===== src/rtl/seq_sub_pkg.sv =====
// ---------------------------------------------------------------------------
// seq_sub_pkg
// Shared types and defaults for the chunked sequential subtractor.
//   sub_state_e      : control FSM states (idle / busy / done)
//   DEF_DATA_WIDTH   : default operand width
//   DEF_CHUNK_WIDTH  : default bits processed per cycle
//   idx_width()      : width of a counter able to index n chunks (min 1 bit)
// ---------------------------------------------------------------------------
package seq_sub_pkg;

   typedef enum logic [1:0] {
      S_IDLE = 2'd0,
      S_BUSY = 2'd1,
      S_DONE = 2'd2
   } sub_state_e;

   localparam int DEF_DATA_WIDTH  = 16;
   localparam int DEF_CHUNK_WIDTH = 4;

   // A single-chunk configuration still needs a 1-bit index register.
   function automatic int idx_width(input int n);
      return (n > 1) ? $clog2(n) : 1;
   endfunction

endpackage : seq_sub_pkg


===== src/rtl/sub_chunk.sv =====
// ---------------------------------------------------------------------------
// sub_chunk
// Combinational CHUNK_WIDTH-bit subtract stage: d = a - b - borrow_in.
// Ports:
//   a, b        in   CHUNK_WIDTH  minuend / subtrahend chunk
//   borrow_in   in   1            borrow from the previous (less significant) chunk
//   d           out  CHUNK_WIDTH  difference chunk
//   borrow_out  out  1            1 when a < b + borrow_in
// ---------------------------------------------------------------------------
module sub_chunk #(
   parameter int CHUNK_WIDTH = 4
) (
   input  logic [CHUNK_WIDTH-1:0] a,
   input  logic [CHUNK_WIDTH-1:0] b,
   input  logic                   borrow_in,
   output logic [CHUNK_WIDTH-1:0] d,
   output logic                   borrow_out
);

   // One extra bit: a negative result wraps and sets the top bit, which is the borrow.
   logic [CHUNK_WIDTH:0] w_full;

   assign w_full     = {1'b0, a} - {1'b0, b} - {{CHUNK_WIDTH{1'b0}}, borrow_in};
   assign d          = w_full[CHUNK_WIDTH-1:0];
   assign borrow_out = w_full[CHUNK_WIDTH];

endmodule : sub_chunk


===== src/rtl/seq_subtractor.sv =====
// ---------------------------------------------------------------------------
// seq_subtractor
// Multi-cycle unsigned subtractor: diff = a_in - b_in, CHUNK_WIDTH bits per
// cycle, least significant chunk first, borrow rippled between cycles.
// Valid/ready handshakes on both sides; one operation in flight at a time.
//
// Ports:
//   clk         in   1           clock, rising edge
//   rst         in   1           synchronous reset, active-high
//   ebl         in   1           enable; 0 freezes all state, no handshake completes
//   in_valid    in   1           operands valid
//   in_ready    out  1           block can accept operands (idle and enabled)
//   a_in        in   DATA_WIDTH  minuend
//   b_in        in   DATA_WIDTH  subtrahend
//   out_valid   out  1           result valid (done and enabled)
//   out_ready   in   1           downstream accepts result
//   diff        out  DATA_WIDTH  result (registered; only meaningful with out_valid)
//   borrow_out  out  1           1 = a_in < b_in
//
// Build option:
//   SEQ_SUB_SATURATE_EN  when defined, an underflowing result is clamped to 0
//                        (borrow_out still reports the underflow). Timing and
//                        handshake are the same in both builds.
// ---------------------------------------------------------------------------
module seq_subtractor
   import seq_sub_pkg::*;
#(
   parameter int DATA_WIDTH  = DEF_DATA_WIDTH,
   parameter int CHUNK_WIDTH = DEF_CHUNK_WIDTH
) (
   input  logic                  clk,
   input  logic                  rst,
   input  logic                  ebl,
   input  logic                  in_valid,
   output logic                  in_ready,
   input  logic [DATA_WIDTH-1:0] a_in,
   input  logic [DATA_WIDTH-1:0] b_in,
   output logic                  out_valid,
   input  logic                  out_ready,
   output logic [DATA_WIDTH-1:0] diff,
   output logic                  borrow_out
);

   localparam int NUM_CHUNKS = DATA_WIDTH / CHUNK_WIDTH;
   localparam int IDX_W      = idx_width(NUM_CHUNKS);
   localparam logic [IDX_W-1:0] LAST_IDX = IDX_W'(NUM_CHUNKS - 1);

   generate
      if (DATA_WIDTH % CHUNK_WIDTH != 0) begin : g_bad_cfg
         $fatal(1, "seq_subtractor: DATA_WIDTH must be a multiple of CHUNK_WIDTH");
      end
   endgenerate

   sub_state_e             r_state;
   logic [IDX_W-1:0]       r_idx;
   logic [DATA_WIDTH-1:0]  r_a;
   logic [DATA_WIDTH-1:0]  r_b;
   logic                   r_borrow;
   logic [DATA_WIDTH-1:0]  r_diff;
   logic                   r_borrow_out;

   logic [CHUNK_WIDTH-1:0] w_a_ch [NUM_CHUNKS];
   logic [CHUNK_WIDTH-1:0] w_b_ch [NUM_CHUNKS];
   logic [CHUNK_WIDTH-1:0] w_a_sel;
   logic [CHUNK_WIDTH-1:0] w_b_sel;
   logic [CHUNK_WIDTH-1:0] w_d;
   logic                   w_borrow;

   // Split the latched operands into chunk views for the per-cycle mux.
   for (genvar gi = 0; gi < NUM_CHUNKS; gi++) begin : g_chunks
      assign w_a_ch[gi] = r_a[gi*CHUNK_WIDTH +: CHUNK_WIDTH];
      assign w_b_ch[gi] = r_b[gi*CHUNK_WIDTH +: CHUNK_WIDTH];
   end

   always_comb begin
      w_a_sel = '0;
      w_b_sel = '0;
      for (int k = 0; k < NUM_CHUNKS; k++) begin
         if (r_idx == IDX_W'(k)) begin
            w_a_sel = w_a_ch[k];
            w_b_sel = w_b_ch[k];
         end
      end
   end

   sub_chunk #(
      .CHUNK_WIDTH (CHUNK_WIDTH)
   ) u_sub_chunk (
      .a          (w_a_sel),
      .b          (w_b_sel),
      .borrow_in  (r_borrow),
      .d          (w_d),
      .borrow_out (w_borrow)
   );

   always_ff @(posedge clk) begin
      if (rst) begin
         r_state      <= S_IDLE;
         r_idx        <= '0;
         r_borrow     <= 1'b0;
         r_diff       <= '0;
         r_borrow_out <= 1'b0;
      end else if (ebl) begin
         case (r_state)
            S_IDLE: begin
               if (in_valid) begin
                  r_a      <= a_in;
                  r_b      <= b_in;
                  r_borrow <= 1'b0;
                  r_idx    <= '0;
                  r_diff   <= '0;
                  r_state  <= S_BUSY;
               end
            end

            S_BUSY: begin
               for (int k = 0; k < NUM_CHUNKS; k++) begin
                  if (r_idx == IDX_W'(k)) begin
                     r_diff[k*CHUNK_WIDTH +: CHUNK_WIDTH] <= w_d;
                  end
               end
               r_borrow <= w_borrow;
               if (r_idx == LAST_IDX) begin
                  r_borrow_out <= w_borrow;
                  r_idx        <= '0;
                  r_state      <= S_DONE;
`ifdef SEQ_SUB_SATURATE_EN
                  // Clamp overrides the chunk write above (last assignment wins).
                  if (w_borrow) begin
                     r_diff <= '0;
                  end
`else
`endif
               end else begin
                  r_idx <= r_idx + 1'b1;
               end
            end

            S_DONE: begin
               if (out_ready) begin
                  r_state <= S_IDLE;
               end
            end

            default: begin
               r_state <= S_IDLE;
            end
         endcase
      end
   end

   // Handshake flags follow ebl directly so a disabled block never completes one.
   assign in_ready   = ~rst & ebl & (r_state == S_IDLE);
   assign out_valid  = ~rst & ebl & (r_state == S_DONE);
   assign diff       = r_diff;
   assign borrow_out = r_borrow_out;

endmodule : seq_subtractor

===== config.mk =====
export PLATFORM = sky130hd
export DESIGN_NAME = seq_subtractor
export DESIGN_NICKNAME = d
export VERILOG_FILES = /design/src/rtl/seq_sub_pkg.sv /design/src/rtl/sub_chunk.sv /design/src/rtl/seq_subtractor.sv
export SDC_FILE = /design/constraint.sdc
export NUM_CORES = 1
export LEC_CHECK = 0
export ABC_AREA = 0
export CORE_MARGIN = 3
export CORE_UTILIZATION = 30
export DETAILED_ROUTE_END_ITERATION = 12
export GPL_TIMING_DRIVEN = 0
export SYNTH_ARGS = -nofsm -noshare
export SYNTH_HDL_FRONTEND = slang
export SYNTH_HIERARCHICAL = 1
export SYNTH_SLANG_ARGS = --single-unit

===== constraint.sdc =====
create_clock -name clk -period 6.35 [get_ports clk]
set_input_delay 0.635 -clock clk [delete_from_list [all_inputs] [get_ports clk]]
set_output_delay 0.635 -clock clk [all_outputs]
set_load 0.1 [all_outputs]

==> results.py, run 1 <==
metrics = {
    "floorplanning": {
        "dieArea_um2": 9350,
        "start_util_pct": 31.4,
        "fp.dieH_um": 96.7,
        "rows": 32,
        "core_area_um2": 7850,
        "io-pin-count": 56,
        "die_w_um": 96.7,
    },
    "cells_and_area": {
        "ff_latch_area_um2": 1400,
        "num_antenna_cells": 0,
        "fin_nets": 316,
        "multiInputGateArea_um2": 980,
        "layout-drive-gt1-share_pct": 8.58,
        "area_delta_synth_final_pct": 32.6,
        "fillers": 781,
    },
    "drt": {
        "dr.pass1.iters": 6,
        "drc": 0,
        "vias": 1692,
        "vias_per_cell": 4.57,
        "ant_nets": 0,
        "wl_per_cell_um": 13.4,
        "routed_wl_um": 4970,
        "drt-initial-drc-count": 75,
    },
    "clock_tree": {
        "cts_resized": 0,
        "numCtsBuffers": 5,
        "postCtsSetupBuffers": 0,
        "clock_latency_ns": 0.30,
        "tritoncts": "done",
        "cts_hold_buf": 0,
        "clock-sinks": 54,
        "clock_path_buffers": 2,
        "cts-root-buf": "clkbuf_8",
        "cts.clk_slew.worst_paths_ns": 0.09,
        "htree_levels": 2,
    },
    "synth": {
        "yosys_register_bits": 54,
        "synth_cell_types": 32,
        "netlist_instances": 203,
        "synth.yosys.seq_area_share_pct": 56.8,
        "synthFlopType": "edfxtp_1",
        "async_flop_share_pct": 0,
        "synth_edf_count": 32,
        "yosys_warnings": 6,
        "synth_area_um2": 2470,
        "syn_area_per_cell_um2": 12.2,
        "syn-num-nets": 252,
    },
    "run_status": {
        "outcome": "completed",
    },
    "power": {
        "pwr-share-comb_pct": 17.2,
        "clkPwrFrac_pct": 27.3,
        "p_sw_share_pct": 26.3,
        "power_leakage_nw": 1.20,
        "power.total_w": 0.000694,
        "p_sw_w": 0.000182,
        "vdd_drop_max_v": 0.000128,
        "p_int_w": 0.000512,
        "p_per_area_nw_per_um2": 212,
        "p_seq_share_pct": 55.5,
    },
    "sta": {
        "hold_viol": 0,
        "period_minus_slack_ns": 3.38,
        "setup-violations-final": 0,
        "fmax_mhz": 296,
        "tightest_slew_ns": 0.978,
        "fin_crit_sh_pct": 53.3,
        "slew-limit-headroom_pct": 34.6,
        "rsz0062_at_grt": "no",
        "drv_slew": 0,
        "skew_ns": 0.00290,
        "fin_setup_tns_ns": 0,
    },
    "worst_setup_path": {
        "crit_required_ns": 5.71,
        "crit_arrival_ns": 2.75,
        "worstPathMaxFanout": 8,
        "startpoint_type": "input port",
        "path_class": "input port to primary output",
        "r2r_start": "r_idx[1]",
        "end_kind": "primary output",
        "critPathLaunch": "rst",
    },
    "global_route": {
        "grtUsageTotal_pct": 11.1,
        "grt_pass1_wl_um": 8370,
        "grt_pass1_vias": 1738,
        "antenna_found_initial": 0,
        "grt-ovfl-total": 0,
        "grt_max_degree": 18,
    },
    "placement": {
        "dpl.hpwl_um": 3750,
        "gp_congestion": 0.747,
        "io_buffer_count": 55,
    },
    "min_path": {
        "hp-class": "register to register",
        "min_from": "borrow_out",
    },
    "run": {
        "drv_cap": 0,
    },
}
## critical path, cell delays in order
cell and delay, ns:
clkdlybuf4s50_1 0.53, inv_1 0.12, nand3b_1 0.14, nor2_1 0.16
clkdlybuf4s50_1 1.15
## cells in the mapped netlist, types with 2 or more instances
master | number | area share [%]
a21oi_1 | 7 | 1.4
a221oi_1 | 7 | 2.5
and2_1 | 4 | 1.0
buf_2 | 4 | 0.81
clkbuf_1 | 3 | 0.46
dfxtp_1 | 22 | 18
edfxtp_1 | 32 | 39
fa_1 | 2 | 1.6
ha_1 | 10 | 5.1
inv_1 | 13 | 2.0
mux2i_1 | 16 | 6.5
nand2_1 | 19 | 2.9
nand2b_1 | 12 | 3.0
nand3b_1 | 2 | 0.61
nand4_1 | 4 | 1.0
nor2_1 | 6 | 0.91
nor2b_1 | 7 | 1.8
o21ai_0 | 7 | 1.4
o21ai_4 | 4 | 2.6
o31ai_1 | 7 | 2.1
xor2_1 | 4 | 1.4
## final timing paths
path	slack [ns]	depth (start not counted)	to
worst max-delay path	2.97	5	out_valid
worst max register to register	3.13	13	borrow_out
worst min register to register	0.46	2	borrow_out
worst min-delay path	0.46	2	borrow_out
## power groups by stage
| stage | clock [W] | sequential (W) | combinational [W] |
|---|---|---|---|
| after floorplan | 0 | 0.000411 | 0.0000573 |
| after global placement | 0 | 0.000394 | 0.000118 |
| after detailed placement | 0 | 0.000393 | 0.000120 |
| after CTS | 0.000199 | 0.000385 | 0.000121 |
| after global routing | 0.000211 | 0.000386 | 0.000130 |
| final | 0.000190 | 0.000385 | 0.000119 |
## state kept, by name, summed over array words and instances, names as in the netlist
signal and flops:
diff 16, r_a 16, r_state 2, r_borrow 1, r_b 16, r_idx 2, borrow_out 1
## metal layers
metal / global-route usage, % / up-vias / share of wire (%)
li1: - / 851 / -
met1: 14.9 / 781 / 48
met2: 17.2 / 55 / 45
met3: 3.17 / 5 / 5.9
met4: 3.56 / 0 / 1.0
met5: 0 / - / 0
## stage by stage
step	hold WS, ns	cells	setup slack, ns	cell area, um^2	utilization (%)
after global placement	0.453	360	1.14	3150	40.1
after CTS	0.468	370	2.98	3270	41.7
final	0.461	370	2.97	3270	41.7
after global routing	0.485	370	2.84	3270	41.7
after floorplan	0.454	203	2.66	2470	-
after detailed placement	0.454	362	2.99	3180	40.5
## final cells by class
| type | instances | share of cell area (%) |
|---|---|---|
| buffer | 8 | 1.30 |
| clock buffer | 5 | 2.10 |
| clock inverter | 3 | 0.650 |
| inverter | 13 | 1.49 |
| multi-input combinational | 128 | 30.0 |
| sequential | 54 | 42.8 |
| tap | 102 | 3.90 |
| timing repair buffer | 57 | 17.8 |
## cells in the final DEF, fill, tap and decap left out, types with 5 or more instances in the layout
cell / n
clkdlybuf4s50_1: 55
edfxtp_1: 32
dfxtp_1: 22
nand2_1: 19
mux2i_1: 16
inv_1: 13
nand2b_1: 12
ha_1: 10
a21oi_1: 7
o21ai_0: 7
a221oi_1: 7
nor2b_1: 7
o31ai_1: 7
nor2_1: 6
clkbuf_8: 5
## cell families (layout without fill, tap and decap cells)
family	Yosys count	after routing	synth area share [%]
simple gates	61	61	13.7
flops	54	54	56.8
compound gates	35	35	11.2
buf+inv	21	86	3.70
mux	16	16	6.49
fa+ha+maj	12	12	6.69
xor+xnor	4	4	1.42
Power figures use the tool's default switching activity.
==> inputs of run 2 (changes only) <==
==> constraint.sdc (replaced) <==
create_clock -name clk -period 3.2 [get_ports clk]
set_input_delay 0.32 -clock clk [delete_from_list [all_inputs] [get_ports clk]]
set_output_delay 0.32 -clock clk [all_outputs]
set_load 0.1 [all_outputs]
==> results.py, run 2 (synthesis gave the netlist of run 1 again) <==
metrics = {
    "clock_tree": {
        "cts-root-buf": "clkbuf_8",
        "cts_hold_buf": 0,
        "clock_latency_ns": 0.30,
        "numCtsBuffers": 5,
        "cts.clk_slew.worst_paths_ns": 0.09,
        "clock-sinks": 54,
        "clock_path_buffers": 2,
        "tritoncts": "done",
        "postCtsSetupBuffers": 0,
        "htree_levels": 2,
    },
    "worst_setup_path": {
        "reg2reg_depth": 13,
        "cp_num_buf_inv": 2,
        "cp_slowest_cell": "fa_2",
        "r2r_start": "r_idx[1]",
        "end_kind": "register",
        "crit_arrival_ns": 3.25,
        "crit_chain": "inv_1 > ha_1 > and2b_4 > a221oi_1 > o31ai_1 > inv_1 > fa_2 > fa_2 > nand2b_1 > a21oi_2 > xor2_1 > nand3_1 > a21oi_1",
        "startpoint_type": "register",
        "worstPathMaxFanout": 7,
        "r2r_slack_ns": 0.19,
        "critPathTopFamily": "adder cells",
        "crit_required_ns": 3.44,
        "rr_endpoint": "borrow_out",
        "path_class": "register to register",
        "worst_path_largest_cell_delay_ns": 0.39,
    },
    "drt": {
        "vias_per_cell": 4.52,
        "ant_nets": 0,
        "drc": 0,
        "dr.pass1.iters": 4,
        "drt-initial-drc-count": 76,
        "vias": 1669,
        "wl_per_cell_um": 13.5,
        "routed_wl_um": 4990,
    },
    "run_status": {
        "outcome": "completed",
    },
    "sta": {
        "slew-limit-headroom_pct": 33.8,
        "period_minus_slack_ns": 3.01,
        "skew_ns": 0.00316,
        "fin_crit_sh_pct": 94.1,
        "setup_ws_ns": 0.188,
        "fmax_mhz": 332,
        "setup-violations-final": 0,
        "hold_viol": 0,
        "tightest_slew_ns": 0.989,
        "drv_slew": 0,
        "rsz0062_at_grt": "no",
    },
    "global_route": {
        "grt_pass1_vias": 1693,
        "grt-ovfl-total": 0,
        "grt_use_met1_pct": 14.3,
        "top_usage_layer": "met2",
        "antenna_found_initial": 0,
        "grt_max_degree": 21,
        "grt_pass1_wl_um": 8220,
        "grtUsageTotal_pct": 10.8,
        "grt_util_met3_pct": 3.10,
        "globalRouteMet2Util_pct": 17.2,
    },
    "floorplanning": {
        "core_area_um2": 7850,
        "io-pin-count": 56,
        "start_util_pct": 31.4,
        "fp.dieH_um": 96.7,
        "rows": 32,
        "die_w_um": 96.7,
        "dieArea_um2": 9350,
    },
    "min_path": {
        "min_from": "diff[3]",
        "hp-class": "register to register",
        "min_to": "diff[3]",
        "hold_depth": 2,
    },
    "power": {
        "power_leakage_nw": 1.20,
        "vdd_drop_max_v": 0.000225,
        "p_per_area_nw_per_um2": 417,
    },
    "cells_and_area": {
        "fin_util_pct": 42.1,
        "fin_nets": 315,
        "final_cell_mix": "55 x clkdlybuf4s50_1, 32 x edfxtp_1, 20 x dfxtp_1, 19 x nand2_1, 16 x mux2i_1",
        "layout-drive-gt1-share_pct": 10.1,
        "area_delta_synth_final_pct": 33.8,
        "final_common_cell": "clkdlybuf4s50_1",
        "num_antenna_cells": 0,
    },
    "run": {
        "drv_cap": 0,
    },
    "placement": {
        "io_buffer_count": 55,
        "gp_congestion": 0.749,
        "pre_cts_ws_ns": -0.0289,
        "dpl.hpwl_um": 3800,
    },
}
-- run 2: worst min-delay path, cell delays in order (launching register included) --
cell,delay [ns]
dfxtp_1,0.32
nand2_1,0.05
mux2i_1,0.06
-- run 2: timing repair --
action                                  in CTS  in global routing
pin swaps                                    0                  3
resized for setup                            2                  8
endpoints found under the setup margin       2                  6
hold endpoints to repair                     0                  0
-- run 2: area by class of cell --
type | count | area (um^2)
Buffer | 8 | 45.0
Clock buffer | 6 | 72.6
Clock inverter | 2 | 12.5
Fill cell | 761 | 4550
Inverter | 13 | 48.8
Multi-Input combinational cell | 128 | 1010
Sequential cell | 54 | 1400
Tap cell | 102 | 128
Timing Repair Buffer | 56 | 578
-- run 2: metal layers --
| layer | up-vias | share of wire (%) | routed length (um) |
|---|---|---|---|
| met1 | 766 | 48 | 2380 |
| met2 | 51 | 46 | 2280 |
| li1 | 848 | - | - |
| met4 | 0 | 0.88 | 44 |
| met5 | - | 0 | 0 |
| met3 | 4 | 5.8 | 290 |
-- run 2: through the flow --
| stage | hold WS (ns) | instances | TNS (ns) | power, W | area [um^2] |
|---|---|---|---|---|---|
| floorplan | 0.419 | 203 | 0 | 0.000929 | 2470 |
| global placement | 0.454 | 360 | -6.77 | 0.00101 | 3150 |
| detailed placement | 0.464 | 361 | -0.0289 | 0.00102 | 3180 |
| CTS | 0.478 | 369 | 0 | 0.00139 | 3270 |
| global route | 0.487 | 369 | 0 | 0.00145 | 3300 |
| finish | 0.470 | 369 | 0 | 0.00138 | 3300 |
-- run 2: how the worst max path moves through the flow --
stage	start	to	cells after the start
after CTS	r_idx[0]	borrow_out	12
after global routing	r_idx[1]	diff[15]	14
after global placement	ebl	r_b[12]	3
after detailed placement	r_idx[1]	borrow_out	13
final	r_idx[1]	borrow_out	13
after floorplan	r_idx[0]	borrow_out	12
-- run 2: power breakdown --
group	internal [W]	switching [W]
registers	0.000756	0.00000847
logic	0.000109	0.000133
clock network	0.000155	0.000217
